`config.mk`:
```
export PLATFORM = sky130hd
export DESIGN_NAME = hub75_bcm_driver_flat
export DESIGN_NICKNAME = d
export VERILOG_FILES = /design/src/rtl/hub75_bcm_driver_if.sv /design/src/rtl/hub75_bcm_driver.sv /design/src/flat_wrapper.sv
export SDC_FILE = /design/constraint.sdc
export NUM_CORES = 1
export LEC_CHECK = 0
export ABC_AREA = 0
export BUFFER_PORTS_ARGS = -buffer_cell sky130_fd_sc_hd__buf_4
export CAP_MARGIN = 15
export CORE_ASPECT_RATIO = 0.7
export CORE_MARGIN = 2
export CORE_UTILIZATION = 35
export DETAILED_ROUTE_END_ITERATION = 7
export MAX_ROUTING_LAYER = met4
export PLACE_DENSITY = 0.62
export SYNTH_ARGS = -nofsm -noshare
export SYNTH_HDL_FRONTEND = slang
export SYNTH_SLANG_ARGS = --single-unit
```
`constraint.sdc`:
```
create_clock -name CLK_I -period 5.8 [get_ports CLK_I]
set_input_delay 0.29 -clock CLK_I [delete_from_list [all_inputs] [get_ports CLK_I]]
set_output_delay 0.29 -clock CLK_I [all_outputs]
set_load 0.005 [all_outputs]
```
`src/rtl/hub75_bcm_driver_if.sv`:
```
// Frame-store read bus between the HUB75 scanner (master) and the
// double-buffered pixel RAM (slave). Data follows a read strobe by one cycle.
interface hub75_bcm_driver_if #(
  parameter int ADDR_W = 10,
  parameter int DATA_W = 24
);
  logic [ADDR_W-1:0] FB_ADDR;
  logic              FB_RD;
  logic [DATA_W-1:0] FB_DATA0;
  logic [DATA_W-1:0] FB_DATA1;

  modport master (output FB_ADDR, output FB_RD, input FB_DATA0, input FB_DATA1);
  modport slave  (input FB_ADDR, input FB_RD, output FB_DATA0, output FB_DATA1);
endinterface

```
`src/rtl/hub75_bcm_driver.sv`:
```
// HUB75 dual-bank panel scanner with binary-coded modulation.
// One bit-plane is shifted per row pass; the OE-on time of plane p is
// BASE_ON<<p. The displayed frame buffer flips only at frame boundaries.
module hub75_bcm_driver #(
  parameter int COLS         = 32,
  parameter int ROW_BITS     = 4,
  parameter int DEPTH        = 8,
  parameter int CLK_DIV      = 4,
  parameter int BLANK_CYCLES = 4,
  parameter int BASE_ON      = 32
) (
  input  logic                CLK_I,
  input  logic                RST_I,
  input  logic                ENABLE,
  hub75_bcm_driver_if.master  fb,
  input  logic                SWAP_REQ,
  output logic                SWAP_ACK,
  output logic                FB_SEL,
  output logic                FRAME_DONE,
  output logic                R0,
  output logic                G0,
  output logic                B0,
  output logic                R1,
  output logic                G1,
  output logic                B1,
  output logic [ROW_BITS-1:0] ROW,
  output logic                CLK_O,
  output logic                LATCH,
  output logic                OE
);

  localparam int COL_W   = $clog2(COLS);
  localparam int PLANE_W = (DEPTH > 1) ? $clog2(DEPTH) : 1;
  localparam int MAX_ON  = BASE_ON << (DEPTH - 1);
  localparam int MAX_SM  = (CLK_DIV > BLANK_CYCLES) ? CLK_DIV : BLANK_CYCLES;
  localparam int CNT_MAX = (MAX_ON > MAX_SM) ? MAX_ON : MAX_SM;
  // One shared phase counter serves shift half-periods, blanking, latch and display.
  localparam int CNT_W   = $clog2(CNT_MAX + 1);

  typedef enum logic [2:0] {S_IDLE, S_SHIFT, S_BLANK, S_LATCH, S_DISPLAY} state_t;

  state_t               state;
  logic [COL_W-1:0]     col;
  logic [ROW_BITS-1:0]  row;
  logic [PLANE_W-1:0]   plane;
  logic [CNT_W-1:0]     cnt;
  logic                 high;

  logic [DEPTH-1:0]     top_ch [3];
  logic [DEPTH-1:0]     bot_ch [3];
  logic [CNT_W-1:0]     on_last;
  logic                 last_plane;
  logic                 last_row;
  logic                 last_col;
  logic                 div_end;
  logic                 frame_end;
  logic                 next_sel;
  logic [ROW_BITS-1:0]  next_row;

  // Split each bank word into its R, G, B channels (index 0 = R).
  for (genvar gi = 0; gi < 3; gi++) begin : g_ch
    assign top_ch[gi] = fb.FB_DATA0[gi*DEPTH +: DEPTH];
    assign bot_ch[gi] = fb.FB_DATA1[gi*DEPTH +: DEPTH];
  end

  assign on_last    = CNT_W'((BASE_ON << plane) - 1);
  assign last_plane = (plane == PLANE_W'(DEPTH - 1));
  assign last_row   = (row == {ROW_BITS{1'b1}});
  assign last_col   = (col == COL_W'(COLS - 1));
  assign div_end    = (cnt == CNT_W'(CLK_DIV - 1));
  assign frame_end  = (state == S_DISPLAY) && (cnt == on_last) && last_plane && last_row;
  assign next_sel   = FB_SEL ^ (frame_end & SWAP_REQ);
  assign next_row   = last_plane ? (last_row ? '0 : row + 1'b1) : row;

  // Scan FSM: all panel and bus outputs are registered and set on state transitions.
  always_ff @(posedge CLK_I) begin
    if (RST_I) begin
      state      <= S_IDLE;
      col        <= '0;
      row        <= '0;
      plane      <= '0;
      cnt        <= '0;
      high       <= 1'b0;
      fb.FB_ADDR <= '0;
      fb.FB_RD   <= 1'b0;
      SWAP_ACK   <= 1'b0;
      FB_SEL     <= 1'b0;
      FRAME_DONE <= 1'b0;
      R0 <= 1'b0; G0 <= 1'b0; B0 <= 1'b0;
      R1 <= 1'b0; G1 <= 1'b0; B1 <= 1'b0;
      ROW        <= '0;
      CLK_O      <= 1'b0;
      LATCH      <= 1'b0;
      OE         <= 1'b1;
    end else begin
      fb.FB_RD   <= 1'b0;
      FRAME_DONE <= 1'b0;
      SWAP_ACK   <= 1'b0;
      case (state)
        S_IDLE: begin
          OE <= 1'b1;
          if (ENABLE) begin
            state      <= S_SHIFT;
            row        <= '0;
            plane      <= '0;
            col        <= '0;
            cnt        <= '0;
            high       <= 1'b0;
            CLK_O      <= 1'b0;
            fb.FB_RD   <= 1'b1;
            fb.FB_ADDR <= {FB_SEL, {ROW_BITS{1'b0}}, {COL_W{1'b0}}};
          end
        end
        S_SHIFT: begin
          // Read data arrives on the second low cycle; hold it through the high phase.
          if (!high && cnt == CNT_W'(1)) begin
            R0 <= top_ch[0][plane]; G0 <= top_ch[1][plane]; B0 <= top_ch[2][plane];
            R1 <= bot_ch[0][plane]; G1 <= bot_ch[1][plane]; B1 <= bot_ch[2][plane];
          end
          if (!div_end) begin
            cnt <= cnt + 1'b1;
          end else begin
            cnt <= '0;
            if (!high) begin
              high  <= 1'b1;
              CLK_O <= 1'b1;
            end else begin
              high  <= 1'b0;
              CLK_O <= 1'b0;
              if (last_col) begin
                state <= S_BLANK;
                ROW   <= row;
              end else begin
                col        <= col + 1'b1;
                fb.FB_RD   <= 1'b1;
                fb.FB_ADDR <= {FB_SEL, row, col + 1'b1};
              end
            end
          end
        end
        S_BLANK: begin
          if (cnt == CNT_W'(BLANK_CYCLES - 1)) begin
            cnt   <= '0;
            state <= S_LATCH;
            LATCH <= 1'b1;
          end else begin
            cnt <= cnt + 1'b1;
          end
        end
        S_LATCH: begin
          if (div_end) begin
            cnt   <= '0;
            LATCH <= 1'b0;
            OE    <= 1'b0;
            state <= S_DISPLAY;
          end else begin
            cnt <= cnt + 1'b1;
          end
        end
        S_DISPLAY: begin
          if (cnt == on_last) begin
            cnt   <= '0;
            OE    <= 1'b1;
            plane <= last_plane ? '0 : plane + 1'b1;
            row   <= next_row;
            col   <= '0;
            high  <= 1'b0;
            if (frame_end) begin
              FRAME_DONE <= 1'b1;
              if (SWAP_REQ) begin
                FB_SEL   <= ~FB_SEL;
                SWAP_ACK <= 1'b1;
              end
            end
            if (frame_end && !ENABLE) begin
              state <= S_IDLE;
            end else begin
              state      <= S_SHIFT;
              fb.FB_RD   <= 1'b1;
              fb.FB_ADDR <= {next_sel, next_row, {COL_W{1'b0}}};
            end
          end else begin
            cnt <= cnt + 1'b1;
          end
        end
        default: state <= S_IDLE;
      endcase
    end
  end

endmodule

```
`src/flat_wrapper.sv`:
```
// flat-port wrapper written by rule: the top's interface ports become plain ports
module hub75_bcm_driver_flat 
#(
  parameter int COLS         = 32,
  parameter int ROW_BITS     = 4,
  parameter int DEPTH        = 8,
  parameter int CLK_DIV      = 4,
  parameter int BLANK_CYCLES = 4,
  parameter int BASE_ON      = 32
)
  (CLK_I, RST_I, ENABLE, SWAP_REQ, SWAP_ACK, FB_SEL, FRAME_DONE, R0, G0, B0, R1, G1, B1, ROW, CLK_O, LATCH, OE, fb_FB_ADDR, fb_FB_RD, fb_FB_DATA0, fb_FB_DATA1);
  hub75_bcm_driver_if #(.ADDR_W((1 + ROW_BITS + ($clog2(COLS)))), .DATA_W(3*DEPTH)) fb_i ();
  input  logic CLK_I;
  input  logic RST_I;
  input  logic ENABLE;
  input  logic SWAP_REQ;
  output logic SWAP_ACK;
  output logic FB_SEL;
  output logic FRAME_DONE;
  output logic R0;
  output logic G0;
  output logic B0;
  output logic R1;
  output logic G1;
  output logic B1;
  output logic [ROW_BITS-1:0] ROW;
  output logic CLK_O;
  output logic LATCH;
  output logic OE;
  output wire logic [$bits(fb_i.FB_ADDR)-1:0] fb_FB_ADDR;
  output wire logic [$bits(fb_i.FB_RD)-1:0] fb_FB_RD;
  input wire logic [$bits(fb_i.FB_DATA0)-1:0] fb_FB_DATA0;
  input wire logic [$bits(fb_i.FB_DATA1)-1:0] fb_FB_DATA1;
  assign fb_FB_ADDR = fb_i.FB_ADDR;
  assign fb_FB_RD = fb_i.FB_RD;
  assign fb_i.FB_DATA0 = fb_FB_DATA0;
  assign fb_i.FB_DATA1 = fb_FB_DATA1;
  hub75_bcm_driver #(.COLS(COLS), .ROW_BITS(ROW_BITS), .DEPTH(DEPTH), .CLK_DIV(CLK_DIV), .BLANK_CYCLES(BLANK_CYCLES), .BASE_ON(BASE_ON)) u_core (.CLK_I(CLK_I), .RST_I(RST_I), .ENABLE(ENABLE), .fb(fb_i), .SWAP_REQ(SWAP_REQ), .SWAP_ACK(SWAP_ACK), .FB_SEL(FB_SEL), .FRAME_DONE(FRAME_DONE), .R0(R0), .G0(G0), .B0(B0), .R1(R1), .G1(G1), .B1(B1), .ROW(ROW), .CLK_O(CLK_O), .LATCH(LATCH), .OE(OE));
endmodule
```
==> results.md, run 1 <==
* Via count at 3075
* Setup crit start kind: flip-flop
* Largest fanout on the critical path at 17
* Tot Pwr at 0.805 mW
* Reg-to-Reg End: u_core.fb.FB_ADDR[2]
* Placer Congestion at 0.812
* Status: finished clean
* Most frequent cells in the layout: buf_4 (78), dfxtp_1 (56), nand2_1 (49)
* Distinct cells, synth at 58
* Nets at 519
* Max-Slew Margin vs Limit at 39.6%
* Min-Delay Endpoint: u_core.SWAP_ACK
* H-Tree Depth at 2
* Root buffer cell: clkbuf_16
* Clock Pin Slew Worst Setup and Hold Paths at 80 ps
* Max clock buf depth at 2
* Mapped Cells at 395
* RSZ-0062 raised after global routing: no
* Final period util at 69.0%
* Critical Setup Path Class: reg2reg
* First-pass GRT wire length at 14300 um
* WL/cell at 14.8 um
* R2R cell count at 12
* Arrival time worst endpoint at 4230 ps
* Hold Path Depth at 3
* Core area at 9180 um2
* DIE AREA at 10400 um2
* TritonCTS buffer count at 5
* Yosys warning total at 0
* GRT Total Usage at 17.5%
* Starting density of the core at 36.4%
* DP HPWL at 6460 um
* Share of layout cells above drive strength 1 at 24.6%
* ANT cells at 0
* Syn avg cell area at 8.46 um2
* Number of I/O pins at 79
* Final min period at 4000 ps
* LEAKAGE at 1.65 nW
* Leading cell type in the layout, fill and taps excluded: buf_4
* Worst-skew pair later-pin latency at 300 ps
* Async SR Flop Fraction at 0%
* Synth Register Bits at 56
* Std cell rows at 29
* Drt first pass iters at 4
* CTS tree: yes
* Multi-input logic area at 2060 um2
* Port Buffers at 78
* Layout Cells excl Fill at 580
* Required @ worst endpoint at 6030 ps
* Max Slew Vio Count at 0
* Final ANT Viol Nets at 0
* WL final at 8560 um
* Post-CTS sizing at 0
* Initial antenna violation count at 0
* Remaining DRCs at 0
* Largest net degree at the start of global routing at 52
* Sequential cell area at 1120 um2
* Primary FF master, synth: dfxtp_1
* Reg2reg start: u_core.plane[0]
* Clock net sink count at 56
* Post-synthesis sequential area ratio at 33.6%
* Post-route clock skew at 10.3 ps
* Setup TNS at 0 ps
* Hold/Removal Path Class: in2reg
* Number of global-route vias before repair at 2999
* Maximum VDD drop at 0.0993 mV
* Max-cap check violation count at 0
* Avg Vias per Cell at 5.30
* Placed Instances at 572
* Post-CTS setup buffer count at 0
* Maximum clock rate at 0.250 GHz
* Hold buffers post-CTS at 0
* # setup viols final at 0
* Initial drt markers at 213
* Final Hold Viols at 0
* Mapped Area at 3340 um2
* Reg2Reg Setup Slack at 1800 ps
* Post-Syn Nets at 459
* Hold path start: SWAP_REQ
* Pwr dens at 196 nW/um2
* Die width at 121 um
* # fillers at 901
* Final global-route overflow total at 0
* Area Overhead vs Synth at 23.2%
* Hold slack final at 373 ps
* Post-synth EDFFs at 0
* Chip height at 85.7 um
* Actual slew at the worst max-slew pin at 905 ps
* Worst Setup End Kind: flip-flop
==> per-stage QoR <==
step | cell area (um2) | utilization (%) | setup slack [ps]
after floorplan | 3340 | - | 1990
after global placement | 3970 | 43.2 | 1900
after detailed placement | 3970 | 43.2 | 1760
after CTS | 4120 | 44.8 | 1740
after global routing | 4120 | 44.8 | 1390
final | 4120 | 44.8 | 1800
==> flip-flops by register name, summed over array words and instances (netlist names), 3 cells and up <==
register and flops:
u_core.fb.FB_ADDR 10, u_core.row 4, u_core.col 5, u_core.cnt 13, u_core.plane 3, u_core.state 3
u_core.ROW 4
==> synth_stat cells, types with 10 or more instances <==
cell type,n,area [um2]
inv_1,10,37.5
mux2i_1,10,100
nor3_1,13,65.1
clkbuf_1,16,60.1
nor2_1,43,161
nand3_1,17,85.1
mux4_2,12,270
nand2_1,49,184
ha_1,12,150
a21oi_1,30,150
dfxtp_1,56,1120
o21ai_0,13,65.1
==> critical path, cell delays in order, from the launching register on <==
cell and delay, ps:
dfxtp_1 920, inv_1 150, ha_1 340, nand2b_2 140, ha_1 210, nor2b_2 170
mux2i_1 230, xor2_1 90, or4_4 520, o21ai_4 280, nand2_1 320, or3_1 420
a21oi_1 150
==> cell type report <==
type | count | area share [%]
clock buffer | 5 | 3.04
sequential | 56 | 27.2
inverter | 11 | 1.00
timing repair buffer | 78 | 14.2
clock inverter | 3 | 0.608
tap | 124 | 3.77
multi-input combinational | 303 | 50.1
==> kinds of logic (layout without fill, tap and decap cells) <==
group           count (synthesis)  in the layout  share of synthesized area, %
xor+xnor                       13             13                          3.63
compound gates                 85             85                          16.9
flops                          56             56                          33.6
mux                            23             23                          11.4
buf+inv                        36             97                          4.68
simple gates                  170            170                          25.3
fa+ha+maj                      12             12                          4.49
==> routing by layer <==
| layer | routed length [um] | global-route usage (%) |
|---|---|---|
| met1 | 4260 | 24.7 |
| met2 | 3750 | 26.8 |
| met3 | 478 | 3.39 |
| met4 | 68 | 2.43 |
| met5 | 0 | - |
==> worst max-delay path by stage <==
stage               startpoint                   end  cells past startpoint
3_5_place_dp   u_core.plane[0]  u_core.fb.FB_ADDR[2]                     12
4_1_cts        u_core.plane[0]  u_core.fb.FB_ADDR[2]                     12
2_1_floorplan  u_core.plane[0]         u_core.row[1]                     15
5_1_grt        u_core.plane[0]  u_core.fb.FB_ADDR[2]                     12
6_report       u_core.plane[0]  u_core.fb.FB_ADDR[2]                     12
3_3_place_gp   u_core.plane[0]  u_core.fb.FB_ADDR[2]                     12
==> where the power goes <==
part	internal (mW)	total, mW	switching, mW	leakage (nW)
Sequential	0.390	0.396	0.00594	0.452
Combinational	0.0479	0.0930	0.0451	1.13
Clock	0.164	0.316	0.152	0.0708
Total	0.602	0.805	0.203	1.65
Power figures use the tool's default switching activity.
==> run 2: changes to the inputs <==
==> constraint.sdc (replaced) <==
create_clock -name CLK_I -period 4.1 [get_ports CLK_I]
set_input_delay 0.205 -clock CLK_I [delete_from_list [all_inputs] [get_ports CLK_I]]
set_output_delay 0.205 -clock CLK_I [all_outputs]
set_load 0.005 [all_outputs]
==> run 2 against run 1 <==
Worst hold slack got worse by 110 ps. Flip-flop and latch count did not move. First-iteration DRC count fell by 25%. Combinational power rose by 41%. Clock skew fell by 3.0 ps. Global-route usage rose by 0.44 points. Final cell count rose by 0.52%.
==> results.md, run 2 (synthesis gave the netlist of run 1 again) <==
* Reg with most FFs: u_core.cnt (unchanged)
* Post-route cell area at 4140 um2 (was 4120 um2)
* Critical Setup Path Class: reg2reg (unchanged)
* Actual slew at the worst max-slew pin at 727 ps (was 905 ps)
* Remaining DRCs at 0 (unchanged)
* Hold Path Depth at 3 (unchanged)
* Min-Delay Endpoint: u_core.SWAP_ACK (unchanged)
* DP HPWL at 6560 um (was 6460 um)
* Final ANT Viol Nets at 0 (unchanged)
* Hold path start: SWAP_REQ (unchanged)
* Leading cell type in the layout, fill and taps excluded: buf_4 (unchanged)
* LEAKAGE at 1.67 nW (was 1.65 nW)
* Nets at 522 (was 519)
* Area Overhead vs Synth at 23.9% (was 23.2%)
* Final global-route overflow total at 0 (unchanged)
* Most frequent cells in the layout: buf_4 (81), dfxtp_1 (56), nand2_1 (49) (was buf_4 (78), dfxtp_1 (56), nand2_1 (49))
* Post-CTS sizing at 0 (unchanged)
* Core area at 9180 um2 (unchanged)
* Avg Vias per Cell at 5.30 (about the same)
* Largest fanout on the critical path at 11 (was 17)
* Std cell rows at 29 (unchanged)
* Final Hold Viols at 0 (unchanged)
* GRT Total Usage at 17.9% (was 17.5%)
* Hold/Removal Path Class: in2reg (unchanged)
* Chip height at 85.7 um (unchanged)
* Clock net sink count at 56 (unchanged)
* Max reg flops at 13 (unchanged)
* CTS tree: yes (unchanged)
* # setup viols final at 0 (unchanged)
* Number of I/O pins at 79 (unchanged)
* # fillers at 923 (was 901)
* WL final at 8640 um (was 8560 um)
* DIE AREA at 10400 um2 (unchanged)
* Root buffer cell: clkbuf_16 (unchanged)
* H-Tree Depth at 2 (unchanged)
* Max clock buf depth at 2 (unchanged)
* Hold buffers post-CTS at 0 (unchanged)
* Number of global-route vias before repair at 3130 (was 2999)
* TritonCTS buffer count at 5 (unchanged)
* Status: finished clean (unchanged)
* Tot Pwr at 1.14 mW (was 0.805 mW)
* Max-Slew Margin vs Limit at 51.5% (was 39.6%)
* Die width at 121 um (unchanged)
* WL/cell at 14.8 um (about the same)
* Worst Setup End Kind: flip-flop (unchanged)
* Max Slew Vio Count at 0 (unchanged)
* Post-CTS setup buffer count at 0 (unchanged)
* Initial antenna violation count at 0 (unchanged)
* Pwr dens at 274 nW/um2 (was 196 nW/um2)
* Final period util at 85.7% (was 69.0%)
* Largest net degree at the start of global routing at 52 (unchanged)
* Reg2reg start: u_core.plane[0] (unchanged)
* Final min period at 3510 ps (was 4000 ps)
* Largest registers: u_core.cnt: 13 flops, u_core.fb.FB_ADDR: 10 flops, u_core.col: 5 flops (unchanged)
* Max-cap check violation count at 0 (unchanged)
* Share of layout cells above drive strength 1 at 25.1% (was 24.6%)
* Placed inst area at 3990 um2 (was 3970 um2)
* RSZ-0062 raised after global routing: no (unchanged)
* Clock Pin Slew Worst Setup and Hold Paths at 80 ps (about the same)
* Setup TNS at 0 ps (unchanged)
* Arrival time worst endpoint at 3740 ps (was 4230 ps)
* Reg-to-Reg End: u_core.fb.FB_ADDR[2] (unchanged)
* Starting density of the core at 36.4% (unchanged)
* Required @ worst endpoint at 4330 ps (was 6030 ps)
* Maximum clock rate at 0.285 GHz (was 0.250 GHz)
* Via count at 3092 (was 3075)
* Initial drt markers at 159 (was 213)
* Worst-skew pair later-pin latency at 300 ps (about the same)
* First-pass GRT wire length at 14600 um (was 14300 um)
* Post-route clock skew at 7.23 ps (was 10.3 ps)
* Drt first pass iters at 4 (unchanged)
* R2R cell count at 12 (unchanged)
* Placer Congestion at 0.837 (was 0.812)
* Port Buffers at 78 (unchanged)
* Maximum VDD drop at 0.156 mV (was 0.0993 mV)
* Setup crit start kind: flip-flop (unchanged)
* ANT cells at 0 (unchanged)
* Reg2Reg Setup Slack at 590 ps (was 1800 ps)
## run 2: metrics by stage
stage                     setup WS [ps]  util (%)  hold WS [ps]  instances
after floorplan                     294         -           401        395
after global placement              752      43.5           446        575
after detailed placement            608      43.5           448        575
after CTS                           582      45.1           270        583
after global routing                314      45.1           281        583
final                               587      45.1           263        583
## run 2: worst max-delay path: stages (launching register included)
cell	delay (ps)
dfxtp_1	470
inv_1	110
ha_1	310
nand2b_2	140
ha_1	220
nor2b_2	190
mux2i_1	220
xor2_1	80
or4_4	520
o21ai_4	290
nand2_1	330
or3_1	430
a21oi_1	130
## run 2: area by class of cell
type	instances	area, um2	share of cell area (%)
multi-input cells	303	2060	49.8
flip-flops and latches	56	1120	27.1
repair buffers	81	608	14.7
well taps	124	155	3.75
clock buffers	5	125	3.02
inverters	11	41.3	0.997
clock inverters	3	26.3	0.635
## run 2: metal layers
metal,GRT usage [%],routed length (um)
met1,24.7,4300
met2,27.0,3800
met3,2.93,381
met4,5.92,157
met5,-,0
## run 2: how the worst max path moves through the flow
stage | to | cells past startpoint | from | slack, ps
after floorplan | u_core.row[1] | 15 | u_core.plane[0] | 290
after global placement | u_core.fb.FB_ADDR[2] | 12 | u_core.plane[0] | 750
after detailed placement | u_core.fb.FB_ADDR[2] | 12 | u_core.plane[0] | 610
after CTS | u_core.fb.FB_ADDR[2] | 12 | u_core.plane[0] | 580
after global routing | u_core.fb.FB_ADDR[2] | 12 | u_core.plane[0] | 310
final | u_core.fb.FB_ADDR[2] | 12 | u_core.plane[0] | 590
## run 2: where the power goes
group          internal (mW)  switching (mW)  total [mW]
Sequential             0.552         0.00777       0.560
Clock                  0.232           0.213       0.444
Combinational         0.0678          0.0633       0.131
Total                  0.852           0.284        1.14
